### config.mk
export PLATFORM = sky130hd
export DESIGN_NAME = alu_seq_core
export DESIGN_NICKNAME = d
export VERILOG_FILES = /design/src/rtl/alu_seq_core.sv
export SDC_FILE = /design/constraint.sdc
export NUM_CORES = 1
export LEC_CHECK = 0
export CAP_MARGIN = 15
export CELL_PAD_IN_SITES_DETAIL_PLACEMENT = 0
export CELL_PAD_IN_SITES_GLOBAL_PLACEMENT = 1
export CORE_AREA = 2 2 91 93
export CTS_CLUSTER_DIAMETER = 30
export DETAILED_ROUTE_END_ITERATION = 10
export DIE_AREA = 0 0 93 95
export GPL_TIMING_DRIVEN = 0
export HOLD_SLACK_MARGIN = 0.12
export PLACE_DENSITY = 0.85
export SYNTH_ARGS = -nofsm -noshare
export SYNTH_HDL_FRONTEND = slang
export SYNTH_SLANG_ARGS = --single-unit
export TNS_END_PERCENT = 100
### constraint.sdc
create_clock -name clk -period 2.6 [get_ports clk]
set_input_delay 0.65 -clock clk [delete_from_list [all_inputs] [get_ports clk]]
set_output_delay 0.65 -clock clk [all_outputs]
set_load 0.03 [all_outputs]
### src/rtl/alu_seq_core.sv
// Sequential ALU: operands captured under a 4-state FSM, one-hot op result registered 1 edge later.
// Optional ALU_SEQ_ACC_EN: in HOLD, final1 reloads with each new result (accumulate).
module alu_seq_core #(
  parameter int WIDTH = 8
) (
  input  logic             clk,
  input  logic             rst,
  input  logic             on,
  input  logic [2:0]       in_sel,
  input  logic [WIDTH-1:0] num1,
  input  logic [WIDTH-1:0] num2,
  input  logic [6:0]       out_sel,
  output logic [WIDTH-1:0] final1,
  output logic [WIDTH-1:0] final2,
  output logic [WIDTH-1:0] out,
  output logic             carry,
  output logic             zero,
  output logic             ovf,
  output logic             out_valid,
  output logic             err,
  output logic [1:0]       currState,
  output logic [1:0]       nextState
);

  typedef enum logic [1:0] {
    IDLE  = 2'b00,
    LOAD  = 2'b01,
    HOLD  = 2'b10,
    CLEAR = 2'b11
  } state_t;

  state_t state, state_nx;

  logic             in_onehot;
  logic             op_onehot;
  logic             active;
  logic [WIDTH:0]   sum;
  logic [WIDTH:0]   diff;
  logic [WIDTH-1:0] res;
  logic             res_c;
  logic             res_v;

  assign currState = state;
  assign nextState = state_nx;
  assign in_onehot = $onehot(in_sel);
  assign op_onehot = $onehot(out_sel);
  assign active    = (state == LOAD) || (state == HOLD);

  always_comb begin
    state_nx = state;
    if (!on) begin
      state_nx = IDLE;
    end else begin
      case (in_sel)
        3'b100:  state_nx = HOLD;
        3'b010:  state_nx = LOAD;
        3'b001:  state_nx = CLEAR;
        default: state_nx = state;
      endcase
    end
  end

  // Extended-width add/sub: top bit is carry-out for ADD and borrow for SUB.
  always_comb begin
    sum   = {1'b0, final1} + {1'b0, final2};
    diff  = {1'b0, final1} - {1'b0, final2};
    res   = '0;
    res_c = 1'b0;
    res_v = 1'b0;
    case (out_sel)
      7'b1000000: begin
        res   = sum[WIDTH-1:0];
        res_c = sum[WIDTH];
        res_v = (final1[WIDTH-1] == final2[WIDTH-1]) && (res[WIDTH-1] != final1[WIDTH-1]);
      end
      7'b0100000: begin
        res   = diff[WIDTH-1:0];
        res_c = diff[WIDTH];
        res_v = (final1[WIDTH-1] != final2[WIDTH-1]) && (res[WIDTH-1] != final1[WIDTH-1]);
      end
      7'b0010000: res = final1 & final2;
      7'b0001000: res = final1 | final2;
      7'b0000100: res = final1 ^ final2;
      7'b0000010: begin
        res   = {final1[WIDTH-2:0], 1'b0};
        res_c = final1[WIDTH-1];
      end
      7'b0000001: begin
        res   = {1'b0, final1[WIDTH-1:1]};
        res_c = final1[0];
      end
      default: ;
    endcase
  end

  always_ff @(posedge clk or negedge rst) begin
    if (!rst) begin
      state     <= IDLE;
      final1    <= '0;
      final2    <= '0;
      out       <= '0;
      carry     <= 1'b0;
      zero      <= 1'b0;
      ovf       <= 1'b0;
      out_valid <= 1'b0;
      err       <= 1'b0;
    end else begin
      state <= state_nx;
      err   <= (on && !in_onehot) || (active && !op_onehot);
      // Entering CLEAR wins over both operand load and result update.
      if (state_nx == CLEAR) begin
        final1    <= '0;
        final2    <= '0;
        out       <= '0;
        carry     <= 1'b0;
        zero      <= 1'b0;
        ovf       <= 1'b0;
        out_valid <= 1'b0;
      end else begin
        if (state_nx == LOAD) begin
          final1 <= num1;
          final2 <= num2;
        end
`ifdef ALU_SEQ_ACC_EN
        else if ((state == HOLD) && op_onehot) begin
          final1 <= res;
        end
`endif
        if (active && op_onehot) begin
          out       <= res;
          carry     <= res_c;
          zero      <= (res == '0);
          ovf       <= res_v;
          out_valid <= 1'b1;
        end else begin
          out_valid <= 1'b0;
        end
      end
    end
  end

endmodule

* Yosys cells after proc, flatten, opt, wreduce, memory -nomap -nowiden
Cells that the tools add are included.
** Word-level totals
- Register bits :: 31
- Input port bits :: 29
- Output and inout bits :: 33
- Logic and storage cells :: 73
** Operators by class
- $add $sub $neg :: 10
- Equal/unequal tests :: 20
- Muxes and demuxes :: 19
- Bitwise operators :: 3
- Reduce and logical (&&, ||, !) cells :: 12
** Operator list (number)
- one-hot mux 8 bit (7 select lines) :: 1
- 2-to-1 mux 8 bit :: 6
- adder 8 x 8 -> 9 bit :: 1
- subtractor 8 x 8 -> 9 bit :: 1
- adder 1 x 1 -> 2 bit :: 4
- AND 8 bit :: 1
- logical NOT 8 bit :: 1
- 2-to-1 mux 1 bit :: 8
- bitwise OR 8 bit :: 1
- bitwise XOR 8 bit :: 1
- equality test 7 x 1 -> 1 bit (second input constant) :: 1
- equality test 7 x 2 -> 1 bit (second input constant) :: 1
- equality test 7 x 3 -> 1 bit (second input constant) :: 1
- equality test 7 x 4 -> 1 bit (second input constant) :: 1
- equality test 7 x 5 -> 1 bit (second input constant) :: 1
- equality test 7 x 6 -> 1 bit (second input constant) :: 1
- equality test 7 bit (second input constant) :: 1
- equality test 2 x 1 -> 1 bit (second input constant) :: 3
- equality test 3 x 1 -> 1 bit (second input constant) :: 2
- one-hot mux 2 bit (3 select lines) :: 1
- logical AND 1 bit :: 5
- equality test 2 bit (second input constant) :: 2
- one-hot mux 1 bit (4 select lines) :: 1
- nonzero test 2 bit :: 2
- other kinds (12) :: 16

* Depth between registers and ports, before layout
Gate-level depths: netlist (run 1).
- Word-level depth :: 7
- Depth in mapped cells :: 11

* Least setup slack after synthesis (run 1)
OpenSTA, ideal clock, no wires.
- Path kind :: in2reg
- From :: input port out_sel[0]
- To :: register zero
- Library setup time :: 0.068 ns
- Data arrival time :: 3.560 ns
- Data required time :: 2.532 ns
- Path slack :: -1.028 ns
- Cell stages on the path :: 11
- Cell sequence :: fa_1 > inv_1 > fa_1 > fa_1 > fa_1 > nand2_1 > nor3_1 > o21ai_0 > nor4_1 > and4_1 > a32o_1
** On the way
- Longest elaborated chain between the ends :: 6
- Elaborated cells on any way between the ends :: 17
** RTL lines
- from (decl) :: line 12 : input logic [6:0] out_sel,
- adder 1 x 1 -> 2 bit (implied by the code) :: line 46 : assign op_onehot = $onehot(out_sel);
- adder 2 x 2 -> 3 bit (implied by the code) :: line 46
- adder 3 bit (implied by the code) :: line 46
- equality test 3 x 1 -> 1 bit :: line 46
- logical AND 1 bit :: line 129 : if (active && op_onehot) begin
- nonzero test 2 bit (no source line)
- to (signal assigned) :: line 132 : zero <= (res == '0);
- to (decl) :: line 17 : output logic zero,
Parallel ways exist; a longest one is shown, timed or not. The select of a mux whose other input is x is not followed.
A chain may end at the register's enable or synchronous reset.

* Final worst setup path (run 1)
- From :: input port out_sel[3]
- To :: register ovf
** On the way
- Longest elaborated chain between the ends :: 6
- Elaborated cells on any way between the ends :: 11
** RTL lines
- adder 1 x 1 -> 2 bit (implied by the code) :: line 46
- adder 2 x 2 -> 3 bit (implied by the code) :: line 46
- adder 3 bit (implied by the code) :: line 46
- equality test 3 x 1 -> 1 bit :: line 46
- logical AND 1 bit :: line 129
- nonzero test 2 bit (no source line)
- to (signal assigned) :: line 133 : ovf <= res_v;
- to (decl) :: line 18 : output logic ovf,
Parallel ways exist; a longest one is shown, timed or not. The select of a mux whose other input is x is not followed.

==> flow_metrics.tcl, run 1 <==
set metrics [dict create \
    cp_cell_sequence "buf_8, fa_1, inv_2, fa_1, fa_2, fa_1, nand2_2, nor3_4, buf_4, buf_6, nor2_4, buf_8, a32o_1" \
    drt-wirelength-per-cell_um 15.8 \
    die_y_um 95 \
    dieWidth_um 93 \
    numCtsBuffers 5 \
    grt_use_total_pct 17.9 \
    synth_seq_cells 31 \
    outcome "complete, but fails checks" \
    start_kind "input port" \
    synth_edf_count 0 \
    grt_max_degree 32 \
    start_util_pct 32.5 \
    core-area_um2 7930 \
    grt_pass1_wl_mm 12.5 \
    slowest_stage "fa_1" \
    synth_top_area_share_pct 30.1 \
    hold_buffers 0 \
    dp_cells 455 \
    finalSetupViolCount 13 \
    worst-r2r-setup-slack_ns -0.70 \
    cts-root-buf "clkbuf_8" \
    synth_area_leaders "dfrtp_1 (30%), ha_1 (13%), o21ai_0 (6.0%), fa_1 (5.4%), inv_1 (5.0%)" \
    finalNetCount 429 \
    drc 0 \
    hpwl_mm 5.63 \
    syn_nets 353 \
    layout_common_cells "clkdlybuf4s50_1 (50), inv_1 (31), dfrtp_1 (31)" \
    synth-seq-area-share_pct 30.1 \
    ios 62 \
    routed_via_density 5.26 \
    tightest_slew_ns 0.838 \
    htreeDepth 2 \
    critPathKind "in2reg" \
    p_sw_share_pct 43.1 \
    vias 2484 \
    min_period_over_period_pct 128 \
    fmax_mhz 299 \
    layout_setup_ws_ns -0.740 \
    clock_sinks 31 \
    syn_area_per_cell_um2 8.89 \
    drv_slew 0 \
    gp_congestion 0.884 \
    powerDensity_nw_per_um2 721 \
    rsz0062_at_grt "yes" \
    hp-class "in2async" \
    cp_common_cell "fa_1" \
    grt_pass1_vias 2424 \
    ir_drop_mv 0.302 \
    n_antenna_cell 0 \
    arrival_ns 3.52 \
    antenna_found_initial 0 \
    hold_violations 0 \
    async_flop_share_pct 100 \
    internal_power_uw 1470 \
    stdcell_count 472 \
    violations "setup timing" \
    detail-route-antenna-nets 0 \
    crit_required_ns 2.78 \
    nFillCells 798 \
    ys.flop_type "dfrtp_1" \
    path_clk_slew_ns 0.08 \
    dr.pass1.iters 5 \
    cap_violations 0 \
    row_count 33 \
    cp_max_fo 5 \
    power.share.clock_pct 19.6 \
    yosysWarnings 0 \
    layout_commonest_cell "clkdlybuf4s50_1" \
    cellLeakagePower_uw 0.00157 \
    cts_tree "yes" \
    dp_slack_ns -1.57 \
    comb_power_share_pct 53.4 \
    synthToLayoutAreaGrowth_pct 39.5 \
    cts_buffer_depth 2 \
    drt-total-wl_mm 7.45 \
    drt_iter0_markers 188 \
    synth.distinct_cells 59 \
    multiInputGateArea_um2 1690 \
    clock_skew_ns 0.0106 \
    gr-total-overflow 0 \
    insertion_delay_ns 0.30 \
    power.switching_uw 1120 \
    synth_cells 290 \
    cp_slowest_stage_delay_ns 0.54 \
    r2r_cells 10 \
    seqPwrFrac_pct 27.0 \
    fin_crit_ns 3.34 \
    regArea_um2 776 \
    synth_area_um2 2580 \
    dieArea_um2 8840 \
    endpoint_kind "register" \
    timing.rr.end "zero$_DFFE_PN0P_" \
    yosysTopAreaCell "dfrtp_1" \
    drive_gt1_share_pct 15.5 \
    portBuffers 60 \
    slew_headroom_pct 44.0 \
    r2r-start "final1[0]$_DFFE_PN0P_" \
]
-- final cells by class --
cell class	instances	share of cell area [%]
Multi-Input combinational cell	214	47.0
Sequential cell	31	21.6
Timing Repair Buffer	69	18.7
Inverter	34	3.65
Tap cell	105	3.65
Clock buffer	6	2.30
Buffer	11	2.09
Clock inverter	2	0.975
-- per-stage QoR --
step           hold slack [ns]  TNS [ns]  utilization (%)  power (µW)  area (µm²)
6_report                 0.399     -8.34             45.3        2590        3590
5_1_grt                  0.458     -9.82             45.3        2780        3590
4_1_cts                  0.427     -9.98             44.5        2570        3530
3_5_place_dp             0.479    -23.71             41.9        2010        3320
3_3_place_gp             0.469    -22.52             41.9        1990        3320
2_1_floorplan            0.354     -8.20                -        1550        2590
-- repair_timing --
item,4_1_cts,5_1_grt
endpoints found under the setup margin,25,24
pin swaps,13,13
setup buffers,7,4
cloned,1,0
gates resized for setup,41,31
-- routing by layer --
layer  vias to the layer above  wire (µm)  GRT usage, %
li1                       1210          -             -
met1                      1177       3400          23.9
met2                        90       3540          30.1
met3                         7        446          3.83
met4                         0         63          3.92
met5                         -          0             0
-- critical path: cells and delay by family --
family	cells	cell delay, ns
AOI/OAI and AO/OA	1	0.19
buffers and inverters	5	0.50
adders and majority gates	4	1.85
and+or+nand+nor	3	0.33
-- cell families (layout without fill, tap and decap cells) --
family,count (synthesis),count (layout),synth area share [%]
AOI/OAI and AO/OA,98,98,27.5
xor gates and xnor gates,4,4,1.36
adders and majority gates,34,34,18.5
buffers and inverters,45,122,6.99
DFF,31,31,30.1
muxes,1,1,0.388
and+or+nand+nor,77,77,15.1
-- state kept, by name, indices dropped and copies added, names as in the netlist --
name / cells
final2: 8
zero: 1
out: 8
carry: 1
out_valid: 1
ovf: 1
final1: 8
err: 1
currState: 2
-- Yosys cell counts (4+ instances only) --
cell type / count
o211ai_1: 4
ha_1: 27
a21oi_1: 9
nor3_1: 6
nand2_1: 29
fa_1: 7
nor2_1: 18
dfrtp_1: 31
a221oi_1: 6
clkbuf_1: 7
o21ai_0: 31
a221o_1: 7
inv_1: 34
a21o_1: 4
-- power by group through the flow --
stage               Combinational (µW)  Sequential [µW]  Clock (µW)
floorplan                          669              876           0
global placement                  1280              702           0
detailed placement                1310              706           0
CTS                               1350              700         520
global route                      1520              723         538
finish                            1380              700         509
-- how the worst max path moves through the flow --
| stage | cells past startpoint | start | slack (ns) | end |
|---|---|---|---|---|
| floorplan | 11 | out_sel[0] | -0.82 | zero$_DFFE_PN0P_ |
| global placement | 12 | out_sel[0] | -1.50 | zero$_DFFE_PN0P_ |
| detailed placement | 12 | out_sel[0] | -1.57 | zero$_DFFE_PN0P_ |
| CTS | 12 | out_sel[1] | -0.92 | zero$_DFFE_PN0P_ |
| global route | 12 | out_sel[3] | -0.85 | zero$_DFFE_PN0P_ |
| finish | 13 | out_sel[3] | -0.74 | ovf$_DFFE_PN0P_ |
Power figures use the tool's default switching activity.
==> run 2, diff against run 1 <==
--- a/config.mk
+++ b/config.mk
@@ -10,6 +10,7 @@
 export CELL_PAD_IN_SITES_GLOBAL_PLACEMENT = 1
 export CORE_AREA = 2 2 91 93
 export CTS_CLUSTER_DIAMETER = 30
+export CTS_CLUSTER_SIZE = 14
 export DETAILED_ROUTE_END_ITERATION = 10
 export DIE_AREA = 0 0 93 95
 export GPL_TIMING_DRIVEN = 0
==> results of run 2 <==
Final layout, timing and power as in run 1 (identical DEF).
==> run 3, diff against run 2 <==
--- a/config.mk
+++ b/config.mk
@@ -16,6 +16,7 @@
 export GPL_TIMING_DRIVEN = 0
 export HOLD_SLACK_MARGIN = 0.12
 export PLACE_DENSITY = 0.85
+export SETUP_SLACK_MARGIN = 0.3
 export SYNTH_ARGS = -nofsm -noshare
 export SYNTH_HDL_FRONTEND = slang
 export SYNTH_SLANG_ARGS = --single-unit
==> run 3 against run 2 <==
Compared with the run above:
- the flow still finishes with violations (setup timing)
- first-iteration DRC count down 16%
- die area unchanged
- sequential power about the same
- core utilization up 0.66 points
- sequential share of layout area down 0.31 points
- clock skew up 0.00055 ns
- wire length up 1.4%
- critical path depth unchanged
- combinational power about the same
- via count about the same
- register-to-register slack about the same
==> flow_metrics.tcl, run 3 (synthesis results as in run 1) <==
set metrics [dict create \
    vias 2482 \
    hp-class "in2async" \
    violations "setup timing" \
    timing.rr.end "zero$_DFFE_PN0P_" \
    cts-root-buf "clkbuf_8" \
    rsz0062_at_grt "yes" \
    slew_headroom_pct 44.7 \
    drt-total-wl_mm 7.55 \
    ios 62 \
    core-area_um2 7930 \
    synthToLayoutAreaGrowth_pct 41.5 \
    endpoint "out[0]$_DFFE_PN0P_" \
    routed_via_density 5.21 \
    hpwl_mm 5.63 \
    critPathKind "in2reg" \
    slowest_stage "fa_1" \
    grt_use_total_pct 17.9 \
    htreeDepth 2 \
    stdcell_count 476 \
    total_power_uw 2590 \
    cap_violations 0 \
    drv_slew 0 \
    grt_pass1_vias 2428 \
    worst-r2r-setup-slack_ns -0.71 \
    fmax_mhz 298 \
    path_clk_slew_ns 0.07 \
    dieWidth_um 93 \
    row_count 33 \
    finalNetCount 433 \
    dieArea_um2 8840 \
    r2r-start "final1[0]$_DFFE_PN0P_" \
    top_regs "final1 x8, final2 x8, out x8" \
    dp_cells 455 \
    drt_iter0_markers 158 \
    drive_gt1_share_pct 16.4 \
    ir_drop_mv 0.302 \
    portBuffers 60 \
    grt_max_degree 32 \
    start_kind "input port" \
    cp_max_fo 5 \
    insertion_delay_ns 0.30 \
    n_antenna_cell 0 \
    arrival_ns 3.53 \
    gr-total-overflow 0 \
    cp_common_cell "fa_1" \
    layout_setup_ws_ns -0.754 \
    endpoint_kind "register" \
    fin_crit_ns 3.35 \
    setup-tns-final_ns -8.45 \
    crit_required_ns 2.78 \
    min_period_over_period_pct 129 \
    clock_skew_ns 0.0112 \
    powerDensity_nw_per_um2 711 \
    crit_path_start "out_sel[3]" \
    cellLeakagePower_uw 0.00160 \
    antenna_found_initial 0 \
    layout_commonest_cell "clkdlybuf4s50_1" \
    drc 0 \
    numCtsBuffers 5 \
    layout_common_cells "clkdlybuf4s50_1 (49), inv_1 (31), dfrtp_1 (31)" \
    holdWs_ns 0.402 \
    drt-wirelength-per-cell_um 15.9 \
    die_y_um 95 \
    tightest_slew_ns 0.828 \
    dr.pass1.iters 4 \
    hold_violations 0 \
    r2r_cells 10 \
    outcome "complete, but fails checks" \
    cp_cell_sequence "buf_8, fa_1, inv_2, fa_1, fa_2, fa_1, nand2_2, nor3_4, buf_4, buf_6, nor2_4, buf_8, a22o_1" \
    cp_slowest_stage_delay_ns 0.54 \
    gp_congestion 0.884 \
    cts_tree "yes" \
    grt_pass1_wl_mm 12.4 \
    finalSetupViolCount 13 \
    start_util_pct 32.5 \
    cts_buffer_depth 2 \
    clock_sinks 31 \
    detail-route-antenna-nets 0 \
]
## run 3: final cells by class
| class | instances | area (µm²) |
|---|---|---|
| clock inverter | 2 | 35.0 |
| tap | 105 | 131 |
| clock buffer | 6 | 82.6 |
| inverter | 34 | 136 |
| multi-input combinational | 214 | 1680 |
| fill | 800 | 4280 |
| timing repair buffer | 73 | 728 |
| buffer | 11 | 75.1 |
| sequential | 31 | 776 |
## run 3: where the power goes
group	internal [µW]	switching (µW)	leakage, µW
logic	590	800	0.00113
registers	581	117	0.000408
clock network	310	196	0.0000612
total	1480	1110	0.00160
## run 3: worst min-delay path by stage
stage,end,depth (start not counted),startpoint
after global routing,zero$_DFFE_PN0P_,1,rst
final,err$_DFF_PN0_,1,rst
after floorplan,carry$_DFFE_PN0P_,0,rst
after CTS,zero$_DFFE_PN0P_,1,rst
after global placement,out[6]$_DFFE_PN0P_,2,out[6]$_DFFE_PN0P_
after detailed placement,out[6]$_DFFE_PN0P_,2,out[6]$_DFFE_PN0P_
## run 3: per-layer routing
layer	vias to the layer above	GRT usage (%)	part of all wire [%]
met4	0	4.41	0.74
met3	5	3.91	5.6
met2	76	29.7	49
met1	1181	23.9	45
li1	1220	-	-
met5	-	0	0
## run 3: per-stage QoR
stage / worst slack (ns) / instance area (µm²) / util [%]
global route: -0.863 / 3650 / 46.0
finish: -0.754 / 3650 / 46.0
global placement: -1.50 / 3320 / 41.9
floorplan: -0.819 / 2590 / -
CTS: -0.925 / 3530 / 44.5
detailed placement: -1.57 / 3320 / 41.9
## run 3: worst max-delay path: cells and delay by family
family | cells | cell delay, ns
fa+ha+maj | 4 | 1.85
buf+inv | 5 | 0.50
simple gates | 3 | 0.32
compound gates | 1 | 0.20
## run 3: what timing repair did
item	in CTS	in global routing
gates resized for setup	53	37
buffers inserted	5	7
hold buffers	0	0
gates cloned	1	0
endpoints found under the setup margin	31	25
pin swaps	13	14
